===== config.mk =====
export PLATFORM = sky130hd
export DESIGN_NAME = scene_restore_pipe
export DESIGN_NICKNAME = d
export VERILOG_FILES = /design/src/rtl/scene_restore_pipe.sv
export SDC_FILE = /design/constraint.sdc
export NUM_CORES = 1
export LEC_CHECK = 0
export ABC_AREA = 1
export BUFFER_PORTS_ARGS = -buffer_cell sky130_fd_sc_hd__buf_2
export CAP_MARGIN = 40
export CORE_MARGIN = 10
export CORE_UTILIZATION = 60
export DETAILED_ROUTE_END_ITERATION = 10
export PLACE_DENSITY = 0.89
export SYNTH_ARGS = -nofsm -noshare
export SYNTH_HDL_FRONTEND = slang
export SYNTH_SLANG_ARGS = --single-unit

===== constraint.sdc =====
create_clock -name i_clk -period 7.8 [get_ports i_clk]
set_clock_uncertainty 0.05 [all_clocks]
set_input_delay 0 -clock i_clk [delete_from_list [all_inputs] [get_ports i_clk]]
set_output_delay 0 -clock i_clk [all_outputs]
set_load 0.1 [all_outputs]

===== src/rtl/scene_restore_pipe.sv =====
// Scene-radiance restoration stage: J = (I - A) * (1/t) + A per channel.
// Three register stages under one global enable with valid/ready flow control.
// Rounding is half-up, results saturate to [0, 2^DW-1], and bypass passes I through.
// o_sat_cnt counts delivered pixels that had at least one clipped channel.
module scene_restore_pipe #(
  parameter int                 DW         = 8,
  parameter int                 CH         = 3,
  parameter int                 INV_T_W    = 8,
  parameter int                 INV_T_FRAC = 4,
  parameter logic [INV_T_W-1:0] INV_T_MAX  = 8'hA0,
  parameter int                 CNT_W      = 16
) (
  input  logic                 i_clk,
  input  logic                 i_rst,
  input  logic                 i_valid,
  output logic                 o_ready,
  input  logic [CH*DW-1:0]     i_pix,
  input  logic [CH*DW-1:0]     i_atm,
  input  logic [INV_T_W-1:0]   i_inv_t,
  input  logic                 i_bypass,
  output logic                 o_valid,
  input  logic                 i_ready,
  output logic [CH*DW-1:0]     o_pix,
  input  logic                 i_cnt_clr,
  output logic [CNT_W-1:0]     o_sat_cnt
);

  // Product width: signed (DW+1)-bit difference times zero-extended 1/t.
  localparam int PW = DW + INV_T_W + 2;
  localparam logic [INV_T_W-1:0] INV_T_ONE = INV_T_W'(1) << INV_T_FRAC;
  localparam logic signed [PW-1:0] RND  = PW'(1) << (INV_T_FRAC - 1);
  localparam logic signed [PW-1:0] JMAX = PW'((1 << DW) - 1);

  logic                 w_en;
  logic [INV_T_W-1:0]   w_inv_clamp;
  logic [CH*DW-1:0]     w_pix3;
  logic [CH-1:0]        w_sat;

  logic                 r_v1, r_v2, r_v3;
  logic [INV_T_W-1:0]   r_inv1;
  logic                 r_byp1, r_byp2;
  logic [CH*DW-1:0]     r_i1, r_a1, r_i2, r_a2;
  logic [CH*DW-1:0]     r_pix3;
  logic                 r_sat3;
  logic [CNT_W-1:0]     r_cnt;

  // Whole pipe advances together; it only freezes when the output is stuck.
  assign w_en    = !r_v3 | i_ready;
  assign o_ready = w_en;
  assign o_valid = r_v3;
  assign o_pix   = r_pix3;
  assign o_sat_cnt = r_cnt;

  // Clamp 1/t into [1.0, INV_T_MAX]; t > 1 is not physical and would darken the scene.
  always_comb begin
    w_inv_clamp = i_inv_t;
    if (i_inv_t < INV_T_ONE) begin
      w_inv_clamp = INV_T_ONE;
    end else if (i_inv_t > INV_T_MAX) begin
      w_inv_clamp = INV_T_MAX;
    end
  end

  // Stage valid chain; bubbles advance whenever the pipe is enabled.
  always_ff @(posedge i_clk or posedge i_rst) begin
    if (i_rst) begin
      r_v1 <= 1'b0;
      r_v2 <= 1'b0;
      r_v3 <= 1'b0;
    end else if (w_en) begin
      r_v1 <= i_valid;
      r_v2 <= r_v1;
      r_v3 <= r_v2;
    end
  end

  // Side-band data carried alongside each pixel: I, A, clamped 1/t and bypass.
  always_ff @(posedge i_clk or posedge i_rst) begin
    if (i_rst) begin
      r_inv1 <= '0;
      r_byp1 <= 1'b0;
      r_byp2 <= 1'b0;
      r_i1   <= '0;
      r_a1   <= '0;
      r_i2   <= '0;
      r_a2   <= '0;
    end else if (w_en) begin
      r_inv1 <= w_inv_clamp;
      r_byp1 <= i_bypass;
      r_byp2 <= r_byp1;
      r_i1   <= i_pix;
      r_a1   <= i_atm;
      r_i2   <= r_i1;
      r_a2   <= r_a1;
    end
  end

  for (genvar gi = 0; gi < CH; gi++) begin : g_ch
    logic signed [DW:0]   w_d;
    logic signed [DW:0]   r_d1;
    logic signed [PW-1:0] r_p2;
    logic signed [PW-1:0] w_r;
    logic signed [PW-1:0] w_j;
    logic [DW-1:0]        w_ch;
    logic                 w_flag;

    assign w_d = $signed({1'b0, i_pix[gi*DW +: DW]}) - $signed({1'b0, i_atm[gi*DW +: DW]});

    // S1 captures the signed difference, S2 the scaled product.
    always_ff @(posedge i_clk or posedge i_rst) begin
      if (i_rst) begin
        r_d1 <= '0;
        r_p2 <= '0;
      end else if (w_en) begin
        r_d1 <= w_d;
        r_p2 <= PW'(r_d1) * PW'($signed({1'b0, r_inv1}));
      end
    end

    // Arithmetic shift after adding half an LSB rounds half up for both signs.
    assign w_r = (r_p2 + RND) >>> INV_T_FRAC;
    assign w_j = w_r + $signed(PW'(r_a2[gi*DW +: DW]));

    // Saturate to the channel range unless the pixel is bypassed.
    always_comb begin
      w_ch   = w_j[DW-1:0];
      w_flag = 1'b0;
      if (r_byp2) begin
        w_ch = r_i2[gi*DW +: DW];
      end else if (w_j[PW-1]) begin
        w_ch   = '0;
        w_flag = 1'b1;
      end else if (w_j > JMAX) begin
        w_ch   = '1;
        w_flag = 1'b1;
      end
    end

    assign w_pix3[gi*DW +: DW] = w_ch;
    assign w_sat[gi]           = w_flag;
  end

  // S3 output register; the saturation flag travels with its pixel.
  always_ff @(posedge i_clk or posedge i_rst) begin
    if (i_rst) begin
      r_pix3 <= '0;
      r_sat3 <= 1'b0;
    end else if (w_en) begin
      r_pix3 <= w_pix3;
      r_sat3 <= |w_sat;
    end
  end

  // Count saturated pixels once, on delivery; clear wins, count sticks at all-ones.
  always_ff @(posedge i_clk or posedge i_rst) begin
    if (i_rst) begin
      r_cnt <= '0;
    end else if (i_cnt_clr) begin
      r_cnt <= '0;
    end else if (r_v3 && i_ready && r_sat3 && (r_cnt != {CNT_W{1'b1}})) begin
      r_cnt <= r_cnt + 1'b1;
    end
  end

endmodule


==> impl_results.md, run 1 <==
* Outcome: finished, final reports clean
* Gate count of the mapped netlist at 2652
* CTS buffer count at 25
* Initial Util at 0.611
* Setup TNS at 0 ns
* Post-synth EDFFs at 0
* Drc violations at 0
* Share of cells above drive strength 1 at 0.0842
* Pre-antenna DRT Iters at 6
* Synth Cell Area at 0.0207 mm^2
* CP Max Fanout at 25
* Final critical-path share of the clock period at 0.675
* Initial DRC count at 1373
* Final min period at 5.27 ns
* Nets at 3166
* Most used cell, CP: fa_1
* Max Slew Vio Count at 0
* Setup Crit Path Kind: reg2reg
* Largest net degree at the start of global routing at 254
* Max Buffers Root-to-Sink at 3
* Syn Nets at 3056
* Antenna diodes at 0
* Rows at 67
* Core area at 0.0338 mm^2
* Dominant synthesized flop cell: dfrtp_1
* Area growth, synth to finish at 11.8%
* Worst Path Required at 8.15 ns
* CP max stage delay at 0.90 ns
* Sequential area share after synthesis at 0.269
* Post-DP HPWL at 37.9 mm
* Final hold viol count at 0
* Fmax at 190 MHz
* Critical path's top delay family: adder cells
* Async SR Flop Fraction at 1.00
* Crit path launch type: register
* DP Area at 0.0216 mm^2
* Vias per cell at 5.52
* DR WL/cell at 16.0 um
* Gpl congestion at 0.947
* Critical path arrival at 5.62 ns
* Setup violators final at 0
* Die Width at 206 um
* Via count at 17800
* Mean post-synth cell area at 7.79 um^2
* Ports at 104
* Total GRT Usage at 0.250
* HP Class: in2reg
* Distinct cells, synth at 49
* Post-CTS Resized at 0
* GRT Residual Overflow at 0
* Initial antenna violation count at 0
* CTS tree: yes
* #FFs+latches synth at 222
* Worst Max-Slew Pin Slew at 0.988 ns
* I/O Buffers at 103
* Unrepaired setup endpoints after global routing: false
* # Post-CTS Setup Buffers at 0
* Max stage delay cell, worst path: dfrtp_1
* Worst Path Buf+Inv at 3
* Yosys warnings at 0
* Number of routed nets with antenna violations at 0
* First-pass GRT wire length at 88.6 mm
* Number of global-route vias before repair at 18800
* CTS Sinks at 222
* Crit-path cells: nand2_1 > inv_1 > fa_1 > fa_1 > inv_1 > fa_1 > inv_1 > fa_1 > ha_1 > nand2_1 > a21oi_1 > a211oi_1 > nand3_1 > or2_2 > nand3_1 > o21ai_0
* CP endpoint kind: register
* Slew headroom at 0.341
* Clk slew on worst S/H paths at 0.06 ns
* Die ar. at 0.0422 mm^2
* Clock Tree Root: clkbuf_16
* H-tree levels at 1
* Design area at 0.0231 mm^2
* Drt total wl at 51.7 mm
* Minimum hold slack at 0.212 ns
* Worst-Skew Late Latency at 0.53 ns
* Max Cap Viol at 0
* Height of the chip at 206 um
* CTS Hold Bufs at 66
[routing by layer]
metal,GRT usage,vias to the layer above,wire [um]
li1,-,8349,-
met1,0.308,8598,20800
met2,0.437,707,25700
met3,0.0318,152,3470
met4,0.0961,0,1730
met5,0,-,0
[placed cells by master, fill, tap and decap left out, types with 8 or more instances in the layout]
master         instances
nand2_1              674
inv_1                546
dfrtp_1              222
fa_1                 186
o21ai_0              158
ha_1                 156
nor2_1               131
a21oi_1              105
buf_2                103
nand3_1               92
dlygate4sd3_1         66
xor2_1                47
xnor2_1               32
nor3_1                28
nand4_1               28
clkbuf_16             25
or2_2                 18
nand2_2               18
a31oi_1               11
nor2_2                 8
a21oi_2                8
o21ai_1                8
[tightest hold or removal path, cell delays in order]
cell           delay [ns]
dlygate4sd3_1        0.52
buf_2                0.17
nor2_1               0.06
[cell type report]
| type | count | area, um^2 |
|---|---|---|
| clock buffers | 30 | 674 |
| clock inverters | 14 | 169 |
| fillers | 2460 | 10700 |
| inverters | 549 | 2070 |
| multi-input cells | 1782 | 12600 |
| flip-flops and latches | 222 | 5560 |
| well taps | 448 | 561 |
| repair buffers | 182 | 1440 |
[stage by stage]
stage	setup WS, ns	utilization	cells
6_report	2.53	0.684	3227
5_1_grt	2.19	0.684	3227
4_1_cts	2.58	0.684	3227
3_5_place_dp	2.60	0.639	3117
3_3_place_gp	2.76	0.632	3108
2_1_floorplan	1.67	-	2652
[worst paths after layout]
check	start	to	slack (ns)	depth (start not counted)
worst max-delay path	r_inv1[0]	g_ch[1].r_p2[16]	2.53	16
worst max register to register	r_inv1[0]	g_ch[1].r_p2[16]	2.53	16
max in group asynchronous	i_rst	r_i2[11]	6.24	5
worst min register to register	r_a1[5]	r_a2[5]	0.42	2
min in group asynchronous	i_rst	o_sat_cnt[13]	0.52	4
worst min-delay path	i_cnt_clr	o_sat_cnt[10]	0.21	3
[Yosys cell counts (7+ instances only)]
library cell  number  area, um^2
xor2_1            47         412
nor2_1           132         495
clkbuf_1          79         297
or2_2             18         113
xnor2_1           32         280
nand2_1          674        2530
inv_1            548        2060
nand3_2            7        70.1
a21oi_1          105         526
a21oi_2            8        70.1
a31oi_1           11        68.8
nand4_1           28         175
nand2_2           18         113
nand3b_1           7        52.6
nor3_1            28         140
buf_1             13        48.8
ha_1             156        1950
a22o_1             7        61.3
a21o_1             7        52.6
o21ai_1            8        40.0
nor2_2             8        50.1
dfrtp_1          222        5560
fa_1             186        3720
nand3_1           92         460
o21ai_0          158         791
[logic make-up (layout without fill, tap and decap cells)]
group	Yosys count	after routing	share of synthesized area
flip-flops	222	222	0.269
buffers and inverters	648	775	0.120
AO/OA/AOI/OAI	337	337	0.0922
adder cells (fa/ha/maj)	342	342	0.275
AND/OR/NAND/NOR	1023	1023	0.209
XOR/XNOR	80	80	0.0348
[registers in the layout (all words and copies together), names as in the netlist]
signal     cells
o_valid        1
r_sat3         1
r_byp2         1
g_ch.r_d1     27
r_v2           1
o_sat_cnt     16
r_inv1         8
r_i2          24
r_a1          24
r_v1           1
r_i1          24
r_a2          24
r_byp1         1
o_pix         24
g_ch.r_p2     45
Power of run 1 is left out: the tool's default activity adds up to more than one toggle a clock period on the data nets, which glitch-free logic cannot reach.
==> run 2, diff against run 1 <==
==> constraint.sdc (replaced) <==
create_clock -name i_clk -period 5 [get_ports i_clk]
set_clock_uncertainty 0.05 [all_clocks]
set_input_delay 0 -clock i_clk [delete_from_list [all_inputs] [get_ports i_clk]]
set_output_delay 0 -clock i_clk [all_outputs]
set_load 0.1 [all_outputs]
==> impl_results.md, run 2 (synthesized netlist as in run 1, its figures left out) <==
* Rows at 67
* Hold endpoint: o_sat_cnt[6]
* GRT Residual Overflow at 0
* Minimum hold slack at 0.0201 ns
* Setup violators final at 0
* Post-DP HPWL at 38.3 mm
* Final min period at 4.71 ns
* R2r startpoint: r_inv1[1]
* Largest register FFs at 45
* Length of routed met3 wiring at 4.67 mm
* Height of the chip at 206 um
* Antenna diodes at 0
* Fill count at 2402
* CTS buffer count at 24
* R2R depth at 19
* Core area at 0.0338 mm^2
* Setup Crit Path Kind: reg2reg
* Drt total wl at 54.2 mm
* Nets at 3179
* Final critical-path share of the clock period at 0.942
* Wire length on met2 at 27.0 mm
* Max Slew Vio Count at 0
* Largest net degree at the start of global routing at 253
* Slew headroom at 0.313
* Vias per cell at 5.63
* Number of routed nets with antenna violations at 0
* Crit-path cells: nand2_1 > inv_1 > fa_2 > inv_1 > fa_1 > fa_1 > fa_1 > inv_1 > ha_1 > inv_1 > nor3_2 > nand3_1 > nand3_1 > nand3_1 > nand2_1 > nand3_1 > a21o_1 > nand3_1 > o21ai_0
* Most frequent cells in the layout: nand2_1, inv_1, dfrtp_1, fa_1, o21ai_0
* Max Cap Viol at 0
* CTS Sinks at 222
* Fmax at 212 MHz
* I/O Buffers at 103
* Worst Path Required at 5.35 ns
* Gpl congestion at 0.959
* Die Width at 206 um
* CP endpoint kind: register
* Die ar. at 0.0422 mm^2
* DR WL/cell at 16.7 um
* Max Buffers Root-to-Sink at 3
* Pre-antenna DRT Iters at 6
* Worst r2r dst: g_ch[1].r_p2[17]
* Area growth, synth to finish at 11.9%
* CP Max Fanout at 9
* Crit path launch type: register
* Number of global-route vias before repair at 18800
* CP max stage delay at 0.66 ns
* Initial DRC count at 1721
* Flop-to-flop setup slack at 0.29 ns
* Top Metal Used: met5
* Clk slew on worst S/H paths at 0.07 ns
* Via count at 18300
* Clock Tree Root: clkbuf_16
* Max stage delay cell, worst path: fa_2
* Worst Max-Slew Pin Slew at 1.03 ns
* H-tree levels at 1
* Initial antenna violation count at 2
* Final hold viol count at 0
* HP Class: in2reg
* Initial Util at 0.611
* Ports at 104
* Met1 WL at 20.8 mm
* WHS Path Cells at 3
* Most used cell, CP: nand3_1
* Critical path arrival at 5.06 ns
* Multi-input gate area at 0.0126 mm^2
* Storage element area at 0.00556 mm^2
* Top flop regs: g_ch.r_p2: 45 flops, g_ch.r_d1: 27 flops
* Commonest non-fill, non-tap cell in the layout: nand2_1
* Total GRT Usage at 0.258
* First-pass GRT wire length at 90.7 mm
* Share of cells above drive strength 1 at 0.0927
* Outcome: finished, final reports clean
* CTS tree: yes
* Worst-Skew Late Latency at 0.54 ns
* Biggest register: g_ch.r_p2
* Hold path start: i_ready
* Drc violations at 0
==> run 2: changes by cell type in the layout (fill, tap and decap cells not counted), sizes merged <==
cell      change
inv           -2
clkinvlp      +2
clkbuf        +1
buf          +14
clkinv        -1
==> run 2: per-stage QoR <==
stage | area (um^2) | TNS [ns] | utilization | setup slack [ns] | instances
global placement | 21500 | 0 | 0.638 | 0.302 | 3127
CTS | 23000 | 0 | 0.682 | 0.0637 | 3237
detailed placement | 21500 | 0 | 0.638 | 0.106 | 3127
finish | 23100 | 0 | 0.684 | 0.290 | 3241
floorplan | 20700 | 0 | - | 0.385 | 2652
global route | 23100 | -0.00790 | 0.684 | -0.00790 | 3241
==> run 2: cell type report <==
class,count,area share
Multi-Input combinational cell,1782,0.547
Sequential cell,222,0.241
Inverter,549,0.0895
Timing Repair Buffer,196,0.0620
Clock buffer,31,0.0294
Tap cell,448,0.0243
Clock inverter,13,0.00704
==> run 2: worst max path at each step <==
| stage | from | endpoint | slack (ns) |
|---|---|---|---|
| 6_report | r_inv1[1] | g_ch[1].r_p2[17] | 0.29 |
| 5_1_grt | r_inv1[1] | g_ch[2].r_p2[17] | -0.008 |
| 4_1_cts | r_inv1[0] | g_ch[1].r_p2[17] | 0.06 |
| 3_5_place_dp | r_inv1[0] | g_ch[1].r_p2[17] | 0.11 |
| 3_3_place_gp | r_inv1[0] | g_ch[1].r_p2[17] | 0.30 |
| 2_1_floorplan | r_inv1[0] | g_ch[0].r_p2[17] | 0.38 |
==> run 2: timing repair <==
item,in CTS,in global routing
setup endpoints to repair,0,16
hold buffers,66,0
endpoints found under the hold margin,128,0
gates resized for setup,0,14
buffers inserted,0,4
==> run 2: routing by layer <==
layer | vias up | GRT usage
li1 | 8374 | -
met1 | 8737 | 0.319
met2 | 968 | 0.451
met3 | 173 | 0.0373
met4 | 4 | 0.0908
met5 | - | 0
==> run 2: worst max-delay path: cells and delay by family (launching register included) <==
| family | cells | cell delay, ns |
|---|---|---|
| fa+ha+maj | 5 | 2.54 |
| simple gates | 8 | 0.88 |
| flops | 1 | 0.50 |
| buf+inv | 4 | 0.35 |
| compound gates | 2 | 0.25 |
Power of run 2 is left out for the same reason.
